===== src/rtl/port_rd_scheduler.sv =====
// rtl/port_rd_scheduler.sv - per-port read scheduler: strict-priority / WRR queue arbitration
// Grants one queue at a time to the read engine and holds the request until it is acknowledged.
module port_rd_scheduler (
  input  logic        clk,
  input  logic        rst_n,
  input  logic        wrr_en,
  input  logic [31:0] wrr_weight,
  input  logic [7:0]  queue_nonempty,
  input  logic        ready,
  output logic        sched_vld,
  output logic [2:0]  sched_queue,
  input  logic        sched_ack,
  input  logic        pkt_done,
  output logic        busy
);

  typedef enum logic [1:0] {IDLE, ARB, REQ, XFER} state_t;

  state_t     state, state_nxt;
  logic [3:0] credit [8];
  logic [3:0] reload_val [8];
  logic [3:0] eff_credit [8];
  logic [2:0] ptr;
  logic       mode_wrr;
  logic [7:0] eligible_raw;
  logic [7:0] eligible;
  logic       need_reload;
  logic       wrr_found;
  logic [2:0] wrr_sel;
  logic [2:0] strict_sel;
  logic [2:0] idx;
  logic       any_nonempty;
  logic       hs;

  assign any_nonempty = |queue_nonempty;
  assign hs           = (state == REQ) && sched_vld && sched_ack;

  // A weight of zero still earns one grant per round so no queue starves.
  always_comb begin
    for (int q = 0; q < 8; q++) begin
      reload_val[q]   = (wrr_weight[4*q +: 4] == 4'd0) ? 4'd1 : wrr_weight[4*q +: 4];
      eligible_raw[q] = queue_nonempty[q] && (credit[q] != 4'd0);
    end
    need_reload = ~|eligible_raw;
    for (int q = 0; q < 8; q++) begin
      eff_credit[q] = need_reload ? reload_val[q] : credit[q];
      eligible[q]   = queue_nonempty[q] && (eff_credit[q] != 4'd0);
    end
  end

  always_comb begin
    wrr_sel   = ptr;
    wrr_found = 1'b0;
    idx       = ptr;
    for (int k = 0; k < 8; k++) begin
      idx = ptr + 3'(k);
      if (!wrr_found && eligible[idx]) begin
        wrr_sel   = idx;
        wrr_found = 1'b1;
      end
    end
  end

  always_comb begin
    strict_sel = 3'd0;
    for (int q = 0; q < 8; q++) begin
      if (queue_nonempty[q]) strict_sel = 3'(q);
    end
  end

  always_ff @(posedge clk) begin
    if (!rst_n) state <= IDLE;
    else        state <= state_nxt;
  end

  always_comb begin
    state_nxt = state;
    busy      = (state != IDLE);
    case (state)
      IDLE: if (ready && any_nonempty) state_nxt = ARB;
      ARB:  state_nxt = any_nonempty ? REQ : IDLE;
      REQ:  if (hs) state_nxt = XFER;
      XFER: if (pkt_done) state_nxt = IDLE;
      default: state_nxt = IDLE;
    endcase
  end

  // Mode is latched in ARB so the handshake credit update follows the mode that made the grant.
  always_ff @(posedge clk) begin
    if (!rst_n) begin
      sched_vld   <= 1'b0;
      sched_queue <= 3'd0;
      ptr         <= 3'd0;
      mode_wrr    <= 1'b0;
      for (int q = 0; q < 8; q++) credit[q] <= 4'd0;
    end else begin
      case (state)
        ARB: begin
          if (any_nonempty) begin
            sched_vld <= 1'b1;
            mode_wrr  <= wrr_en;
            if (wrr_en) begin
              sched_queue <= wrr_sel;
              if (need_reload) begin
                for (int q = 0; q < 8; q++) credit[q] <= reload_val[q];
              end
            end else begin
              sched_queue <= strict_sel;
            end
          end
        end
        REQ: begin
          if (hs) begin
            sched_vld <= 1'b0;
            if (mode_wrr && (credit[sched_queue] != 4'd0)) begin
              credit[sched_queue] <= credit[sched_queue] - 4'd1;
              if (credit[sched_queue] == 4'd1) ptr <= sched_queue + 3'd1;
            end
          end
        end
        default: ;
      endcase
    end
  end

endmodule


===== config.mk =====
export PLATFORM = sky130hd
export DESIGN_NAME = port_rd_scheduler
export DESIGN_NICKNAME = d
export VERILOG_FILES = /design/src/rtl/port_rd_scheduler.sv
export SDC_FILE = /design/constraint.sdc
export NUM_CORES = 1
export LEC_CHECK = 0
export BUFFER_PORTS_ARGS = -buffer_cell sky130_fd_sc_hd__buf_2
export CAP_MARGIN = 5
export CELL_PAD_IN_SITES_DETAIL_PLACEMENT = 1
export CELL_PAD_IN_SITES_GLOBAL_PLACEMENT = 2
export CORE_MARGIN = 2
export CORE_UTILIZATION = 37
export CTS_CLUSTER_DIAMETER = 150
export DETAILED_ROUTE_END_ITERATION = 7
export PLACE_DENSITY_LB_ADDON = 0.1
export SLEW_MARGIN = 20
export SYNTH_ARGS = -nofsm -noshare
export SYNTH_HDL_FRONTEND = slang
export SYNTH_SLANG_ARGS = --single-unit

===== constraint.sdc =====
create_clock -name clk -period 3.97 [get_ports clk]
set_input_delay 0.397 -clock clk [delete_from_list [all_inputs] [get_ports clk]]
set_output_delay 0.397 -clock clk [all_outputs]
set_load 0.02 [all_outputs]

---- Word level (Yosys, flattened, before mapping) ----
Memory sizes are Yosys's and may differ from the RTL's. A register that Yosys moved wholly into a read port is not among the register bits.
Index checks and enable logic that the tools add are counted.
Widths: inputs -> output; s select.
cells by class
  equal/unequal tests ..................... 8
  reduce and logical (&&, ||, !) cells .... 69
  add/subtract/negate cells ............... 9
  mux-type cells .......................... 87
  magnitude comparators ................... 8
  bitwise logic cells ..................... 8
operators with widths
  cell                 count
  $mux 4               25
  $reduce_bool 4->1    17
  $mux 3               17
  $logic_not 4->1      8
  $lt 3x4->1 const B   8
  $mux 1               31
  $logic_and 1x1->1    27
  $bmux 1 s3           8
  $reduce_or 8->1      2
  $add 3x3->3 const B  4
  $mux 2               4
  $ne 2x2->1 const B   4
  $or 1x1->1           8
  $pmux 2 s4           1
  $logic_not 1->1      7
  $add 3x1->3 const B  2
  $add 3x2->3 const B  2
  $reduce_and 3->1     2
  $eq 2x2->1 const B   2
  $eq 4x1->1 const B   1
  $reduce_and 4->1     1
  $reduce_bool 2->1    2
  $reduce_or 4->1      1
  $sub 4x1->4 const B  1
  other kinds (4)      4
storage, ports and cells
  input port bits ......................... 46
  bits in writable memories ............... 32
  output and inout bits ................... 5
  flip-flop bits (word level) ............. 10
  word-level logic and storage cells ...... 195
  memories ................................ 1
memory list
  memory  depth  bits a word  rd ports  clocked after memory_dff  write ports  RTL line  source
  credit  8      4            9         1                         8            20        logic [3:0] credit [8];

---- Longest topological paths before layout ----
An unclocked memory read counts as a cell.
  word-level depth ........................ 34
  gate-level depth with buffers ........... 12

---- Least setup slack after synthesis ----
Ideal clock, no wire load.
  path type ............................... register to register
  start point ............................. reg ptr[0]
  end point ............................... reg (tool-made name)
  path buffers ............................ 3
  arrival time ............................ 3131 ps
  clock period less this slack ............ 3208 ps
  setup time .............................. 77 ps
  cell stages (with the launch flop) ...... 13
  path slack .............................. 762 ps
  cell sequence ........................... dfxtp_1 -> clkbuf_1 -> inv_1 -> clkbuf_1 -> ha_1 -> clkbuf_1 -> o211ai_1 -> a211oi_1 -> nor4_4 -> or3_1 -> nand2b_1 -> o311ai_1 -> o2bb2ai_1
RTL lines
  what                    RTL line  source
  start, declared         23        logic [2:0] ptr;
  start signal, assigned  117       if (credit[sched_queue] == 4'd1) ptr <= sched_queue + 3'd1;

==> metrics.log <==
[metrics] run status: finished, final reports clean
[metrics] number of standard-cell rows in the floorplan: 37
[metrics] Synth Area in Compound Gates: between 20 and 30%
[metrics] cell type of the slowest stage on the worst timing path: sky130_fd_sc_hd__o41ai_4
[metrics] Synth Area in Adders: 1.58%
[metrics] Resized Gates After CTS: 0
[metrics] DRC violations left: 0
[metrics] share of synthesized area spent on multiplexers: between 10% and 20%
[metrics] number of DRC markers in iteration 0: between 100 and 150
[metrics] headroom to the max-slew limit: between 40% and 50%
[metrics] Synth Area in Simple Gates: a little over a fifth
[metrics] syn_nets: roughly 470
[metrics] Critical path buffers and inverters: 0
[metrics] area delta synth->final: 13.2%
[metrics] number of global-route vias before repair: around 4000
[metrics] H-tree Lvls: 2
[metrics] effective utilization at floorplan: roughly two fifths
[metrics] FF-to-FF path depth: 9
[metrics] cell chosen for the clock root: sky130_fd_sc_hd__clkbuf_8
[metrics] worst voltage drop across the vdd grid: between 0.0001 and 0.00015 V
[metrics] async set or reset register ratio after synthesis: 0%
[metrics] Pleak: 1.59 nW
[metrics] core area: between 10000 and 15000 µm²
[metrics] Min-Delay Path Class: input port to flip-flop
[metrics] clock latency on the worst-skew pair: between 300 and 400 ps
[metrics] most common library cells after synthesis: sky130_fd_sc_hd__o21ai_0 (54), sky130_fd_sc_hd__nand2_1 (52), sky130_fd_sc_hd__edfxtp_1 (32)
[metrics] Worst Setup Start Kind: flip-flop
[metrics] sequential cell area fraction in the yosys report: ~30%
[metrics] total number of cells along the worst setup path: 9
[metrics] post-DP HPWL: roughly 11 mm
[metrics] Bufs on Longest Clock Path: 2
[metrics] Clock Sinks: 45
[metrics] vias per std cell: 6.14
[metrics] Setup WS post-layout: around 170 ps
[metrics] setup tns final: 0 ps
[metrics] Area after DPL: around 4400 µm²
[metrics] count of hold buffers inserted by post-cts repair: 0
[metrics] Largest delay share family, worst path: compound AO/OA/AOI/OAI gates
[metrics] layout cell share with drive strength beyond 1: between 20% and 30%
[metrics] share of the synthesized netlist area taken by xor and xnor gates: 1.54%
[metrics] Critical Path RT: about 4200 ps
[metrics] EDFF count, synth: 32
[metrics] number of routed nets with antenna violations: 0
[metrics] flip-flop and latch count after synthesis: between 40 and 50
[metrics] cell depth of the worst min-delay path: 3
[metrics] initial antenna violation count: 0
[metrics] Boundary Pins: around 50
[metrics] Final setup viols: 0
[metrics] number of violations of the max-capacitance limit: 0
[metrics] Worst setup EP type: flip-flop
[metrics] syn_area_per_cell: between 9 and 10 µm²
[metrics] top fanout value on the critical path: 16
[metrics] combined area of the multi-input logic cells: roughly 2600 µm²
[metrics] maximum operating frequency: roughly 260 MHz
[metrics] cells traversed along the worst timing path: o41ai_4 -> nand4_4 -> o21ai_2 -> nor2_1 -> nor4_1 -> o21ai_1 -> a211o_1 -> and4_1 -> o2bb2ai_1
[metrics] first-pass GRT wire length: around 22 mm
[metrics] fillers: between 1000 and 1500
[metrics] top_reg_cell synth: sky130_fd_sc_hd__edfxtp_1
[metrics] leading cell type by number of instances after synthesis: sky130_fd_sc_hd__o21ai_0
[metrics] summed instance area of the synthesized netlist: between 3000 and 4000 µm²
[metrics] area of all placed cells without fillers: 4500 µm²
[metrics] count of buffers added by post-CTS timing repair for setup: 0
[metrics] grt total ovfl: 0
[metrics] average detailed-routed wire length per instance: roughly 23 µm
[metrics] clk slew on worst S/H paths: 90 ps
[metrics] worst hold-check slack: 380 ps
[metrics] Final Core Density: 43.4%
[metrics] count of unique library cells instantiated by Yosys: 65
[metrics] Tot GR Track Use: between 20% and 30%
[metrics] area of the die: about 12000 µm²
[metrics] Worst Path Class, Setup: flip-flop to flip-flop
[metrics] skew final: about 16 ps
[metrics] NumNets Final: around 520
[metrics] post-synthesis cell count: 421
[metrics] largest net degree at the start of global routing: 23
[metrics] cell type with the largest total area after synthesis: sky130_fd_sc_hd__edfxtp_1
[metrics] combinational family with the most area after synthesis: compound AO/OA/AOI/OAI gates
[metrics] Pwr per Cell Area: about 260 nW/µm²
[metrics] Chip Height: between 100 and 150 µm
[metrics] TritonCTS clock tree: built
[metrics] count of buffers from port buffering: 50
[metrics] antenna diode count: 0
[metrics] main area contributors after synthesis: sky130_fd_sc_hd__edfxtp_1 (24%), sky130_fd_sc_hd__mux4_2 (9.1%), sky130_fd_sc_hd__o21ai_0 (6.8%), sky130_fd_sc_hd__dfxtp_1 (6.6%), sky130_fd_sc_hd__o41ai_4 (5.5%)
[metrics] signal arrival time at the worst endpoint: around 4000 ps
[metrics] horizontal die dimension: between 100 and 150 µm
[metrics] total via count after detailed routing: around 3700
[metrics] area fraction of the dominant cell type after synthesis: about a quarter
[metrics] total clock buffers created by CTS: 5
[metrics] post-layout min period: between 3000 and 4000 ps
[metrics] Total Wirelength: 13.9 mm
[metrics] final-report max-slew violation count: 0
[metrics] RSZ-0062 raised after global routing: false
[metrics] transition time of the tightest slew-check pin: between 800 and 900 ps
[metrics] sequential standard cell area: 1220 µm²
[metrics] detailed-routing iteration count for the pre-antenna-repair pass: 4
[metrics] Period Utilization, post-route: a little over nine tenths
[metrics] Hold Vio Cnt, Final: 0
[metrics] longest individual stage delay on the worst path: approximately 670 ps
[metrics] post-placement setup slack: around 320 ps
[metrics] number of warnings printed during yosys synthesis: 0
[metrics] placer's final routability congestion estimate: ~0.96
==> final timing paths <==
check | startpoint | endpoint | slack (ps)
min | wrr_weight[14] | credit[3][2]$_DFFE_PP_ | 380
min reg2reg | mode_wrr$_SDFFE_PN0P_ | mode_wrr$_SDFFE_PN0P_ | 500
max | credit[3][0]$_DFFE_PP_ | sched_queue[1]$_SDFFE_PN0P_ | 170
max reg2reg | credit[3][0]$_DFFE_PP_ | sched_queue[1]$_SDFFE_PN0P_ | 170
==> report_power, final <==
group          internal [mW]  switching [mW]  leakage [nW]
clock                  0.125           0.161        0.0385
combinational          0.129           0.202          1.12
sequential             0.526          0.0408         0.436
==> metrics by stage <==
stage	std cells	power (mW)
2_1_floorplan	421	0.762
3_3_place_gp	602	0.900
3_5_place_dp	602	0.905
4_1_cts	610	1.19
5_1_grt	610	1.24
6_report	610	1.18
==> area by class of cell <==
| class | count | area share (%) |
|---|---|---|
| multi-input cells | 346 | 58.3 |
| flip-flops and latches | 45 | 27.2 |
| repair buffers | 65 | 8.07 |
| well taps | 136 | 3.78 |
| clock buffers | 7 | 1.70 |
| inverters | 10 | 0.835 |
| clock inverters | 1 | 0.167 |
==> flip-flops by register name, summed over array words and instances, names as in the netlist, named ones only <==
| register | flops |
|---|---|
| credit | 32 |
| sched_queue | 3 |
| sched_vld | 1 |
| state | 1 |
| ptr | 3 |
| mode_wrr | 1 |
==> cell families after synthesis <==
family,count (synthesis)
simple gates,158
mux,28
fa+ha+maj,5
buf+inv,30
xor+xnor,7
flops,45
compound gates,148
==> worst reg2reg max path: cells and delay by family (launching register included) <==
family / cells / cell delay (ps)
AO/OA/AOI/OAI: 5 / 2020
flip-flops: 1 / 460
AND/OR/NAND/NOR: 4 / 1210
==> cells in the final DEF, fill, tap and decap left out, drive strengths merged, types with 4 or more instances in the layout <==
cell,count
o41ai,8
mux4,16
a21oi,7
edfxtp,32
nand3b,4
ha,5
nand4,12
buf,65
nand3,14
and2,4
clkbuf,7
mux2i,10
nor4,6
nand2,52
inv,9
nand2b,5
nor2b,10
a211o,4
a22oi,5
xnor2,4
nor3,13
dfxtp,13
a211oi,10
o211ai,19
o21ai,63
o22ai,6
nor2,28
==> routing by layer <==
metal  vias to the layer above  GRT usage (%)  routed length [µm]
li1                       1773              -                   -
met5                         -              0                   0
met1                      1841           31.8                5930
met2                       103           44.5                7010
met4                         0           9.62                 465
met3                        27           2.18                 496
Power figures use the tool's default switching activity.
